[src/rtl/merger_stream.sv]
// Two-way streaming merge of key-sorted runs: each input is buffered in its own
// FIFO, heads are compared and the winner is loaded into a single output register.
module merger_stream #(
    parameter int DATA_WIDTH = 64,
    parameter int KEY_WIDTH  = 32,
    parameter int FIFO_DEPTH = 16,
    parameter bit DESCENDING = 1'b0,
    parameter int CNT_WIDTH  = 32
) (
    input  logic                  i_clk,
    input  logic                  i_rst_n,
    input  logic [DATA_WIDTH-1:0] i_a_data,
    input  logic                  i_a_valid,
    output logic                  o_a_ready,
    input  logic [DATA_WIDTH-1:0] i_b_data,
    input  logic                  i_b_valid,
    output logic                  o_b_ready,
    output logic [DATA_WIDTH-1:0] o_data,
    output logic                  o_valid,
    input  logic                  i_ready,
    output logic [CNT_WIDTH-1:0]  o_run_count,
    output logic [CNT_WIDTH-1:0]  o_rec_count,
    output logic                  o_order_err
);

    localparam int AW = $clog2(FIFO_DEPTH);
    localparam int PW = AW + 1;

    typedef logic [DATA_WIDTH-1:0] rec_t;
    typedef logic [KEY_WIDTH-1:0]  key_t;
    typedef logic [PW-1:0]         ptr_t;

    // Index 0 is stream A, index 1 is stream B.
    rec_t       in_data [2];
    logic [1:0] in_valid;
    rec_t       mem     [2][FIFO_DEPTH];
    ptr_t       wr_q [2], wr_d [2], rd_q [2], rd_d [2];
    key_t       last_key_q [2], last_key_d [2];
    logic [1:0] in_run_q, in_run_d;
    logic       order_err_q, order_err_d;

    rec_t       head     [2];
    key_t       head_key [2];
    key_t       in_key   [2];
    logic [1:0] head_term, full, empty, push, pop;

    rec_t                 data_q, data_d;
    logic                 valid_q, valid_d;
    logic [CNT_WIDTH-1:0] run_q, run_d, rec_q, rec_d;
    logic                 fire, a_first;

    assign in_data[0] = i_a_data;
    assign in_data[1] = i_b_data;
    assign in_valid   = {i_b_valid, i_a_valid};

    // FIFO status, input acceptance and per-input sort-order tracking.
    always_comb begin
        // NOTE: every signal gets a default before any branch so no latch is inferred.
        order_err_d = order_err_q;
        in_run_d    = in_run_q;
        for (int s = 0; s < 2; s++) begin
            full[s]      = (wr_q[s][AW] != rd_q[s][AW]) && (wr_q[s][AW-1:0] == rd_q[s][AW-1:0]);
            empty[s]     = (wr_q[s] == rd_q[s]);
            push[s]      = in_valid[s] && !full[s];
            head[s]      = mem[s][rd_q[s][AW-1:0]];
            head_key[s]  = head[s][KEY_WIDTH-1:0];
            head_term[s] = (head_key[s] == '0);
            in_key[s]    = in_data[s][KEY_WIDTH-1:0];
            wr_d[s]      = push[s] ? wr_q[s] + PW'(1) : wr_q[s];
            last_key_d[s] = last_key_q[s];
            if (push[s]) begin
                if (in_key[s] == '0) begin
                    in_run_d[s] = 1'b0;
                end else begin
                    if (in_run_q[s] && (DESCENDING ? (in_key[s] > last_key_q[s])
                                                   : (in_key[s] < last_key_q[s])))
                        order_err_d = 1'b1;
                    last_key_d[s] = in_key[s];
                    in_run_d[s]   = 1'b1;
                end
            end
        end
    end

    // Head selection and output register load.
    always_comb begin
        fire    = (!valid_q || i_ready) && !empty[0] && !empty[1];
        a_first = DESCENDING ? (head_key[0] >= head_key[1]) : (head_key[0] <= head_key[1]);
        pop     = 2'b00;
        data_d  = data_q;
        valid_d = valid_q;
        run_d   = run_q;
        rec_d   = rec_q;
        if (valid_q && i_ready) begin
            valid_d = 1'b0;
            if (data_q[KEY_WIDTH-1:0] != '0)
                rec_d = rec_q + CNT_WIDTH'(1);
        end
        if (fire) begin
            valid_d = 1'b1;
            unique case (head_term)
                2'b00: begin
                    data_d = a_first ? head[0] : head[1];
                    pop    = a_first ? 2'b01 : 2'b10;
                end
                2'b01: begin
                    data_d = head[1];
                    pop    = 2'b10;
                end
                2'b10: begin
                    data_d = head[0];
                    pop    = 2'b01;
                end
                default: begin
                    data_d = head[0];
                    pop    = 2'b11;
                    run_d  = run_q + CNT_WIDTH'(1);
                end
            endcase
        end
        for (int s = 0; s < 2; s++)
            rd_d[s] = pop[s] ? rd_q[s] + PW'(1) : rd_q[s];
    end

    // NOTE: the storage array has no reset; the pointers alone define which entries are live.
    always_ff @(posedge i_clk) begin
        for (int s = 0; s < 2; s++)
            if (push[s])
                mem[s][wr_q[s][AW-1:0]] <= in_data[s];
    end

    // NOTE: sequential state is updated only with non-blocking assignments.
    always_ff @(posedge i_clk or negedge i_rst_n) begin
        if (!i_rst_n) begin
            for (int s = 0; s < 2; s++) begin
                wr_q[s]       <= '0;
                rd_q[s]       <= '0;
                last_key_q[s] <= '0;
            end
            in_run_q    <= '0;
            order_err_q <= 1'b0;
            data_q      <= '0;
            valid_q     <= 1'b0;
            run_q       <= '0;
            rec_q       <= '0;
        end else begin
            for (int s = 0; s < 2; s++) begin
                wr_q[s]       <= wr_d[s];
                rd_q[s]       <= rd_d[s];
                last_key_q[s] <= last_key_d[s];
            end
            in_run_q    <= in_run_d;
            order_err_q <= order_err_d;
            data_q      <= data_d;
            valid_q     <= valid_d;
            run_q       <= run_d;
            rec_q       <= rec_d;
        end
    end

    assign o_a_ready   = !full[0];
    assign o_b_ready   = !full[1];
    assign o_data      = data_q;
    assign o_valid     = valid_q;
    assign o_run_count = run_q;
    assign o_rec_count = rec_q;
    assign o_order_err = order_err_q;

endmodule

[config.mk]
export PLATFORM = sky130hd
export DESIGN_NAME = merger_stream
export DESIGN_NICKNAME = d
export VERILOG_FILES = /design/src/rtl/merger_stream.sv
export SDC_FILE = /design/constraint.sdc
export NUM_CORES = 2
export LEC_CHECK = 0
export ABC_AREA = 0
export BUFFER_PORTS_ARGS = -buffer_cell sky130_fd_sc_hd__buf_2
export CAP_MARGIN = 20
export CELL_PAD_IN_SITES_DETAIL_PLACEMENT = 0
export CELL_PAD_IN_SITES_GLOBAL_PLACEMENT = 1
export CORE_ASPECT_RATIO = 0.5
export CORE_MARGIN = 2
export CORE_UTILIZATION = 40
export DETAILED_ROUTE_END_ITERATION = 7
export PLACE_DENSITY = 0.71
export RECOVER_POWER = 50
export SLEW_MARGIN = 0
export SYNTH_ARGS = -nofsm -noshare
export SYNTH_HDL_FRONTEND = slang
export SYNTH_SLANG_ARGS = --single-unit
export TNS_END_PERCENT = 5
[constraint.sdc]
create_clock -name i_clk -period 16.61 [get_ports i_clk]
set_input_delay 1.661 -clock i_clk [delete_from_list [all_inputs] [get_ports i_clk]]
set_output_delay 1.661 -clock i_clk [all_outputs]
set_load 0.01 [all_outputs]
==> results.txt <==
- The run finished, with violations left.
* Violations in the final reports: capacitance limit, slew limit
* Data required time of the worst path: 16.59 ns
- Flip-flop and latch count after synthesis: 2,264
- Synthesis produced a netlist whose cell count is 4,425.
- Count of input and output buffers: 264
- Clock-pin slew was measured on the worst setup and hold paths at 0.06 ns.
- The initial utilization of the core area, before any placement, comes to 0.401.
- Slowest stage delay, CP: 3.25 ns
* Final WL: 232 mm
- Most frequent cells in the layout: sky130_fd_sc_hd__edfxtp_1, sky130_fd_sc_hd__mux4_2, sky130_fd_sc_hd__clkbuf_1, sky130_fd_sc_hd__dfrtp_1, sky130_fd_sc_hd__clkbuf_16
- The number of global-route vias before repair is 46,428.
- Insertion delay of the later-clocked pin in the worst-skew pair: 0.85 ns
- The clock passes through at most 3 buffers.
- By startpoint and endpoint, the worst setup path is classified as input port to asynchronous set/reset pin.
- The critical path goes through clkbuf_1 > clkbuf_1.
- The worst setup path is launched from an input port.
- The total count of max-transition violations in the final report is 221.
* Share of synthesized flip-flops with an asynchronous set or reset: 0.0954
- For the pin with the worst max-slew slack, the measured transition is 4.74 ns.
- The number of antenna violations at the first check in global routing is 17.
* RSZ-0062 raised after global routing: false
- Gates resized, CTS repair: 0
- Number of core rows: 123
- For hold timing, the worst endpoint is o_rec_count[9].
- Combined buffer and inverter count along the critical path: 2
* Fin Setup TNS: 0 ns
- Most repeated library cell on the critical path: sky130_fd_sc_hd__clkbuf_1
* Placed Cells incl. Taps: 7,551
* Highest achievable clock rate: 123 MHz
- Static leakage: 33.1 nW
* Placer's final routability congestion estimate: 0.841
* Number of search-and-repair iterations in the first detailed-routing pass: 7
- Die Height: 340 um
- In the global route stage, overall resource usage came out at 0.201.
- Setup violations remaining at the end of the flow were counted as 0.
- Worst hold path class: flop to flop
- CTS tree: yes
* Setup Slack @ Placement: 9.67 ns
* Vias per Instance: 5.74
- The setup check on the worst reg-to-reg path leaves a slack of 9.74 ns.
- Number of DRC markers after the initial detailed-route iteration: 4,799
- The number of hold buffers added after CTS was 0.
* Final hold violation count: 0
- MaxCap Viol Count: 3
- CTS buffer count: 204
- Clock Skews: 0.0454 ns
- Total number of clock tree sinks: 2,264
- Area of the die: 229,000 um2
- Top Ports: 265
- Via count: 45,563
- Setup slack on the critical path of the routed design comes to 8.49 ns.
* Number of cell instances on the worst register-to-register path: 17
- The cell family contributing the most delay on the critical path is buffers and inverters.
- The worst hold path begins at o_rec_count[9].
* Layout overhead on the synthesized area: 12.7%
- The root buffer cell chosen for the clock tree is sky130_fd_sc_hd__clkbuf_16.
- FF-to-FF End: rd_q[6]
- Number of distinct library cells after synthesis: 63
- Yosys warning total: 0
* Worst Setup End Kind: asynchronous set/reset pin
- The total area inside the core boundary comes to 224,000 um2.
* Global route total overflow: 0
- Power spread over the standard cell area amounts to 178 nW/um2.
* Number of enable-type register cells in the synthesized netlist: 2,048
* Max FO, Critical Path: 79
- Once detail routing completed, the nets flagged for antenna violations numbered 0.
- The most used flip-flop cell after synthesis is sky130_fd_sc_hd__edfxtp_1.
- Post-Syn Nets: 4,664
- VDD sags by at most 0.210 mV.
- Synthesized area per cell: 20.4 um2
- The finished layout holds 7,939 standard cells, fillers aside.
- Worst hold path stage count: 1
* Sequential area share after synthesis: 0.743
* Max stage delay cell, worst path: sky130_fd_sc_hd__clkbuf_1
- The first global-routing pass estimated 334 mm of wire.
- Data arrives at the worst endpoint at 8.10 ns.
* X dimension of the die: 675 um
- H-tree depth: 4
- Pin count of the biggest net entering global routing: 158
- Post-CTS Setup Repair Bufs: 0
- Final routed wire length divided by cell count: 29.2 um
- HPWL after detailed placement: 138 mm
- In the routed design, unresolved DRC markers number 0.
- Measured against its own limit, the worst slew margin works out to -2.16.
- The worst path in the final design needs a cycle of 8.12 ns, including I/O delays and setup.
* Layout net count: 4,997
- The synthesized netlist occupies a cell area of 90,100 um2.
* Layout cell share with drive strength beyond 1: 0.242
- Dividing the final minimum period by the clock period gives 0.489.
* Most common cell after layout, fill and taps aside: sky130_fd_sc_hd__edfxtp_1
- Startpoint of the lowest-slack register-to-register path: rd_q[5]
synth_stat cells (56+ instances only):
master / count / area (um2)
sky130_fd_sc_hd__edfxtp_1: 2048 / 61500
sky130_fd_sc_hd__mux4_2: 573 / 12900
sky130_fd_sc_hd__dfrtp_1: 216 / 5410
sky130_fd_sc_hd__nor2_1: 140 / 526
sky130_fd_sc_hd__clkbuf_1: 138 / 518
sky130_fd_sc_hd__nand2_1: 113 / 424
sky130_fd_sc_hd__ha_1: 106 / 1330
sky130_fd_sc_hd__inv_1: 103 / 387
sky130_fd_sc_hd__o21ai_0: 102 / 510
sky130_fd_sc_hd__mux2_2: 83 / 935
sky130_fd_sc_hd__nand3_1: 65 / 325
sky130_fd_sc_hd__a22oi_1: 61 / 458
sky130_fd_sc_hd__a21oi_1: 57 / 285
sky130_fd_sc_hd__a31oi_1: 56 / 350
worst max-delay path by stage:
stage / start / endpoint / slack [ns] / depth (start not counted)
after floorplan: rd_q[5] / mem[0][1000] / 7.91 / 9
after global placement: rd_q[5] / rd_q[6] / 9.60 / 17
after detailed placement: rd_q[5] / rd_q[6] / 9.67 / 17
after CTS: rd_q[5] / rd_q[6] / 9.67 / 17
after global routing: i_rst_n / o_rec_count[24] / 7.04 / 2
final: i_rst_n / o_rec_count[24] / 8.49 / 2
power by group:
group,total (W),internal (W),switching [W]
logic,0.00608,0.00238,0.00370
registers,0.00736,0.00692,0.000445
clock network,0.00463,0.00256,0.00207
routing by layer:
metal / wire, um / global-route usage
met1: 95600 / 0.276
met2: 115000 / 0.333
met3: 14900 / 0.0311
met4: 6530 / 0.0609
met5: 61 / 0
sequential cells by signal (all words and copies together) (netlist names):
| register | cells |
|---|---|
| mem | 2048 |
| last_key_q | 64 |
| o_data | 64 |
| o_rec_count | 32 |
| o_run_count | 32 |
| rd_q | 10 |
| wr_q | 10 |
| in_run_q | 2 |
| o_order_err | 1 |
| o_valid | 1 |
stage by stage:
step	area, um2	util	hold slack (ns)	total power [W]
floorplan	90100	-	0.448	0.0112
global placement	95100	0.424	0.454	0.0135
detailed placement	95100	0.424	0.476	0.0136
CTS	102000	0.453	0.487	0.0182
global route	101000	0.452	0.510	0.0188
finish	101000	0.452	0.485	0.0181
layout make-up:
| type | instances | area [um2] |
|---|---|---|
| antenna | 6 | 15.0 |
| inverter | 103 | 387 |
| sequential | 2264 | 66900 |
| multi-input combinational | 1832 | 22000 |
| tap | 3000 | 3750 |
| fill | 18760 | 123000 |
| clock buffer | 258 | 5450 |
| timing repair buffer | 353 | 1830 |
| clock inverter | 123 | 1090 |
logic make-up (layout without fill, tap and decap cells):
| group | after synthesis | after routing | share of synthesized area |
|---|---|---|---|
| AO/OA/AOI/OAI | 379 | 379 | 0.0269 |
| XOR/XNOR | 88 | 88 | 0.00856 |
| adder cells (fa/ha/maj) | 106 | 106 | 0.0147 |
| buffers and inverters | 329 | 837 | 0.0151 |
| flip-flops | 2264 | 2264 | 0.743 |
| multiplexers | 700 | 700 | 0.161 |
| other | 0 | 6 | 0 |
| AND/OR/NAND/NOR | 559 | 559 | 0.0312 |
Note: power is estimated with default switching activity, not from simulation.
